--- src/rtl/fetch_stage.sv ---
// Instruction fetch stage: drives a request/ack instruction memory port and fills the IF/ID slot.
// A one-entry skid buffer parks a response while ID stalls; a redirect drops any in-flight response.
//
// state | meaning
// REQ   | request outstanding at pc
// HOLD  | response parked in skid buffer, ID stalled, no request
// DROP  | in-flight response at pc will be discarded, pendPc holds redirect target
module fetch_stage #(
   parameter logic [31:0] RESET_PC  = 32'h0040_0000,
   parameter logic [31:0] NOP_INSTR = 32'h0000_0013
) (
   input  logic        iCLK,
   input  logic        iRST,
   input  logic        iHazard,
   input  logic        iRedirect,
   input  logic [31:0] iRedirectPC,
   output logic        oIMemReq,
   output logic [31:0] oIMemAddr,
   input  logic        iIMemAck,
   input  logic [31:0] iIMemData,
   output logic [31:0] oID_Instr,
   output logic [31:0] oID_PC,
   output logic [31:0] oID_PC4,
   output logic        oID_Valid
);

   typedef enum logic [1:0] {REQ, HOLD, DROP} state_t;

   state_t      state, stateNext;
   logic [31:0] pc, pcNext;
   logic [31:0] pendPc, pendPcNext;
   logic [31:0] skidInstr, skidInstrNext;
   logic [31:0] skidPc, skidPcNext;
   logic [31:0] idInstr, idInstrNext;
   logic [31:0] idPc, idPcNext;
   logic [31:0] idPc4, idPc4Next;
   logic        idValid, idValidNext;
   logic [31:0] redirTarget;

   assign redirTarget = {iRedirectPC[31:2], 2'b00};

   always_ff @(posedge iCLK or posedge iRST) begin
      if (iRST) begin
         state     <= REQ;
         pc        <= RESET_PC;
         pendPc    <= RESET_PC;
         skidInstr <= '0;
         skidPc    <= '0;
         idInstr   <= NOP_INSTR;
         idPc      <= '0;
         idPc4     <= '0;
         idValid   <= 1'b0;
      end else begin
         state     <= stateNext;
         pc        <= pcNext;
         pendPc    <= pendPcNext;
         skidInstr <= skidInstrNext;
         skidPc    <= skidPcNext;
         idInstr   <= idInstrNext;
         idPc      <= idPcNext;
         idPc4     <= idPc4Next;
         idValid   <= idValidNext;
      end
   end

   always_comb begin
      stateNext     = state;
      pcNext        = pc;
      pendPcNext    = pendPc;
      skidInstrNext = skidInstr;
      skidPcNext    = skidPc;
      idInstrNext   = idInstr;
      idPcNext      = idPc;
      idPc4Next     = idPc4;
      idValidNext   = idValid;

      if (iRedirect) begin
         idValidNext = 1'b0;
         idInstrNext = NOP_INSTR;
         case (state)
            REQ, DROP: begin
               if (iIMemAck) begin
                  pcNext    = redirTarget;
                  stateNext = REQ;
               end else begin
                  // old address stays on the bus until its response is swallowed
                  pendPcNext = redirTarget;
                  stateNext  = DROP;
               end
            end
            default: begin
               pcNext    = redirTarget;
               stateNext = REQ;
            end
         endcase
      end else begin
         case (state)
            REQ: begin
               if (iIMemAck) begin
                  pcNext = pc + 32'd4;
                  if (!idValid || !iHazard) begin
                     idInstrNext = iIMemData;
                     idPcNext    = pc;
                     idPc4Next   = pc + 32'd4;
                     idValidNext = 1'b1;
                  end else begin
                     skidInstrNext = iIMemData;
                     skidPcNext    = pc;
                     stateNext     = HOLD;
                  end
               end else if (!iHazard) begin
                  idValidNext = 1'b0;
                  idInstrNext = NOP_INSTR;
               end
            end
            HOLD: begin
               if (!iHazard) begin
                  idInstrNext = skidInstr;
                  idPcNext    = skidPc;
                  idPc4Next   = skidPc + 32'd4;
                  idValidNext = 1'b1;
                  stateNext   = REQ;
               end
            end
            DROP: begin
               if (iIMemAck) begin
                  pcNext    = pendPc;
                  stateNext = REQ;
               end
               if (!iHazard) begin
                  idValidNext = 1'b0;
                  idInstrNext = NOP_INSTR;
               end
            end
            default: stateNext = REQ;
         endcase
      end
   end

   assign oIMemReq  = !iRST && (state != HOLD);
   assign oIMemAddr = pc;
   assign oID_Instr = idInstr;
   assign oID_PC    = idPc;
   assign oID_PC4   = idPc4;
   assign oID_Valid = idValid;

endmodule
--- config.mk ---
export PLATFORM = sky130hd
export DESIGN_NAME = fetch_stage
export DESIGN_NICKNAME = d
export VERILOG_FILES = /design/src/rtl/fetch_stage.sv
export SDC_FILE = /design/constraint.sdc
export NUM_CORES = 1
export LEC_CHECK = 0
export BUFFER_PORTS_ARGS = -buffer_cell sky130_fd_sc_hd__buf_2
export CORE_UTILIZATION = 39
export CTS_CLUSTER_DIAMETER = 30
export DETAILED_ROUTE_END_ITERATION = 6
export GPL_ROUTABILITY_DRIVEN = 0
export SLEW_MARGIN = 5
export SYNTH_ARGS = -nofsm -noshare
export SYNTH_HDL_FRONTEND = slang
export SYNTH_SLANG_ARGS = --single-unit
--- constraint.sdc ---
create_clock -name iCLK -period 6.75 [get_ports iCLK]
set_clock_uncertainty 0.05 [all_clocks]
set_input_delay 0 -clock iCLK [delete_from_list [all_inputs] [get_ports iCLK]]
set_output_delay 0 -clock iCLK [all_outputs]
set_load 0.02 [all_outputs]
==> run_results.csv <==
group,metric,value,unit
grt,globalRouteMet2Util,32.07,%
timing,worst_slew_pin_slew,1099,ps
grt,antenna_found_initial,2,
placement,place_ws,3423,ps
floorplan,dieArea,0.02966,sq mm
critical_path,arrival,3690,ps
worst_hold_path,holdCritStartpoint,"iRedirect",
synthesis,ys_ff_latch,217,
critical_path,crit_chain,"inv_1, ha_4, mux2i_1, o32a_2, buf_4, a211oi_1, o21ai_0",
critical_path,cp.required,7120,ps
clock_network,htree_levels,2,
clock_network,cts_resized,0,
critical_path,r2r_slack,3430,ps
critical_path,crit_type,"reg -> reg",
critical_path,worst_r2r_startpoint,"state[1]$_DFFE_PP0P_",
clock_network,numCtsBuffers,55,
critical_path,cp_max_fo,76,
synthesis,syn_area,0.01130,sq mm
synthesis,synth_area_leaders,"dfrtp_1, nand2_1, mux2i_1",
layout,stdcell_count,1888,
critical_path,crit_path_max_incr_delay,840,ps
synthesis,synth_edf_count,0,
power_and_ir_drop,vdd_ir_drop_max,0.2762,mV
timing,setup_tns,0,ps
worst_hold_path,min_path_type,"in -> reg",
timing,hold_viol,0,
power_and_ir_drop,p_per_area,524.5,mW/mm^2
critical_path,critical_path.top_delay_family,"compound AO/OA/AOI/OAI gates",
drt,drcViolationCount,0,
critical_path,cp-end-kind,"flip-flop",
floorplan,rows,61,
floorplan,die_x,172.2,microns
synthesis,ys_seq_area_share,48.11,%
synthesis,synth_cell_types,63,
layout,nNetsFinal,1536,
critical_path,r2r_end,"oID_PC4[24]$_DFFE_PP0P_",
synthesis,synthFlopType,"dfrtp_1",
grt,grtUsageMet3,5.585,%
clock_network,clock_latency,550,ps
power_and_ir_drop,p_leak,6.918,nW
grt,grt_pass1_wl,52460,microns
worst_hold_path,holdPathStages,2,
synthesis,async_flop_share,100.0,%
synthesis,netlist_instances,1231,
critical_path,path_buf_inv,2,
worst_hold_path,worstHoldEndpoint,"oID_Instr[8]$_DFFE_PP0P_",
timing,setup_violations,0,
placement,dp_cells,1709,
synthesis,synth_top_cell_by_area,"dfrtp_1",
clock_network,cts_tree,"built",
clock_network,path_clk_slew,40,ps
timing,rsz0062_at_grt,"false",
timing,period_needed,3322,ps
drt,drtPass1Iterations,5,
clock_network,cts-root-buf,"clkbuf_16",
drt,wl,33020,microns
clock_network,clock-sinks,217,
layout,design_area,0.01506,sq mm
floorplan,start_util,40.13,%
drt,wl_per_cell,17.49,microns
timing,relSlewSlack,26.73,%
drt,first_iter_violations,708,
floorplan,coreArea,0.02816,sq mm
layout,post-route-util,53.48,%
grt,grt_pass1_vias,9460,
critical_path,cp-start-kind,"flip-flop",
grt,overflow,0,
layout,drive_gt1_share,23.14,%
placement,hpwl,21370,microns
synthesis,synth_top_area_share,46.94,%
placement,io_buffers,190,
run,cap_violations,0,
clock_network,clockBufferDepth,3,
timing,setup_slack,3428,ps
critical_path,slowest_stage,"ha_4",
floorplan,ios,199,
layout,synthToLayoutAreaGrowth,33.28,%
timing,max_freq,301.1,MHz
grt,gr-max-usage-layer,"met1",
floorplan,die_h,172.2,microns
drt,avgViaCountPerCell,5.258,
drt,detail-route-antenna-nets,0,
timing,slew_viol_final,0,
drt,vias,9927,
grt,grt_util_all_layers,22.61,%
outcome,status,"completed",
synthesis,yosysWarnings,0,
synthesis,syn_area_per_cell,9.180,sq um
timing,final.period_utilization,49.21,%
critical_path,rr_worst_depth,7,
placement,place_area,0.01239,sq mm
grt,use_met1,33.63,%
grt,grt_max_degree,106,
==> cells in the mapped netlist (7+ instances only) <==
master / number
nand2_1: 304
dfrtp_1: 212
o21ai_0: 101
clkbuf_1: 72
mux2i_1: 67
a21oi_1: 41
nor2_1: 40
nand3_1: 33
a2bb2oi_1: 31
a22oi_1: 29
mux2_2: 29
xor2_1: 29
nand4_1: 21
nor3_1: 16
inv_1: 14
nand2b_1: 14
xnor2_1: 12
nor4_1: 11
and3_1: 10
buf_1: 10
buf_4: 9
buf_6: 8
o211ai_1: 8
o22ai_1: 8
o31ai_1: 7
==> layout by cell type, fill, tap and decap left out, drive strengths merged, types with 15 or more instances in the layout <==
master,synthesis,final
a21oi,41,41
a22oi,29,29
a2bb2oi,31,31
buf,33,203
clkbuf,75,70
clkinv,0,15
dfrtp,212,212
dlygate4sd3,0,74
mux2,29,29
mux2i,67,67
nand2,304,304
nand3,33,33
nand4,22,22
nor2,40,40
nor3,16,16
o21ai,102,102
xor2,29,29
==> layout make-up <==
| type | instances | area (sq um) |
|---|---|---|
| clock inverter | 33 | 416.7 |
| clock buffer | 70 | 1513 |
| inverter | 14 | 60.06 |
| fill | 2562 | 13100 |
| multi-input combinational | 897 | 5369 |
| sequential | 217 | 5436 |
| tap | 378 | 473.0 |
| timing repair buffer | 277 | 1789 |
| antenna | 2 | 5.005 |
==> layer usage <==
layer | part of all wire (%) | wire (microns)
met5 | 0 | 0
met4 | 2.1 | 680
met3 | 7.3 | 2424
met2 | 43 | 14160
met1 | 48 | 15750
==> worst max-delay path by stage <==
stage                              start                        end  slack (ps)  depth (start not counted)
detailed placement  state[1]$_DFFE_PP0P_    oID_PC4[24]$_DFFE_PP0P_        3420                          7
CTS                 state[1]$_DFFE_PP0P_    oID_PC4[24]$_DFFE_PP0P_        3380                          7
finish              state[1]$_DFFE_PP0P_    oID_PC4[24]$_DFFE_PP0P_        3430                          7
global placement    state[1]$_DFFE_PP0P_    oID_PC4[24]$_DFFE_PP0P_        3450                          7
floorplan                           iRST  oID_Instr[10]$_DFFE_PP0P_         770                          1
global route        state[1]$_DFFE_PP0P_     oID_PC[23]$_DFFE_PP0P_        3060                          6
==> power by group <==
group          total (W)  leakage (nW)  switching [W]  internal, W
Combinational    0.00269          3.28        0.00164      0.00106
Sequential       0.00253          2.71       0.000634      0.00190
Clock            0.00267         0.923       0.000799      0.00188
Total            0.00790          6.92        0.00307      0.00483
==> state kept, by name, summed over array words and instances, names as in the netlist <==
name and count:
pendPc 30, state 2, oIMemAddr 30, skidInstr 32, oID_Valid 1, oID_PC4 30
oID_Instr 32, skidPc 30, oID_PC 30
==> timing repair <==
action / CTS / global route
hold buffers: 74 / 0
setup buffers: 0 / 0
hold endpoints to repair: 222 / 0
==> kinds of logic after synthesis <==
group,count (synthesis),share of synthesized area [%]
AOI/OAI and AO/OA,268,15.25
muxes,96,8.824
buffers and inverters,122,4.982
adders and majority gates,5,0.5536
xor gates and xnor gates,41,3.178
DFF,217,48.11
and+or+nand+nor,481,19.08
other,1,0.03318
==> stage by stage <==
step	hold slack, ps	total power [W]
floorplan	24.94	0.004334
global placement	155.5	0.005118
detailed placement	160.7	0.005185
CTS	20.84	0.007925
global route	39.27	0.008398
finish	28.28	0.007900
Note: power is estimated with default switching activity, not from simulation.
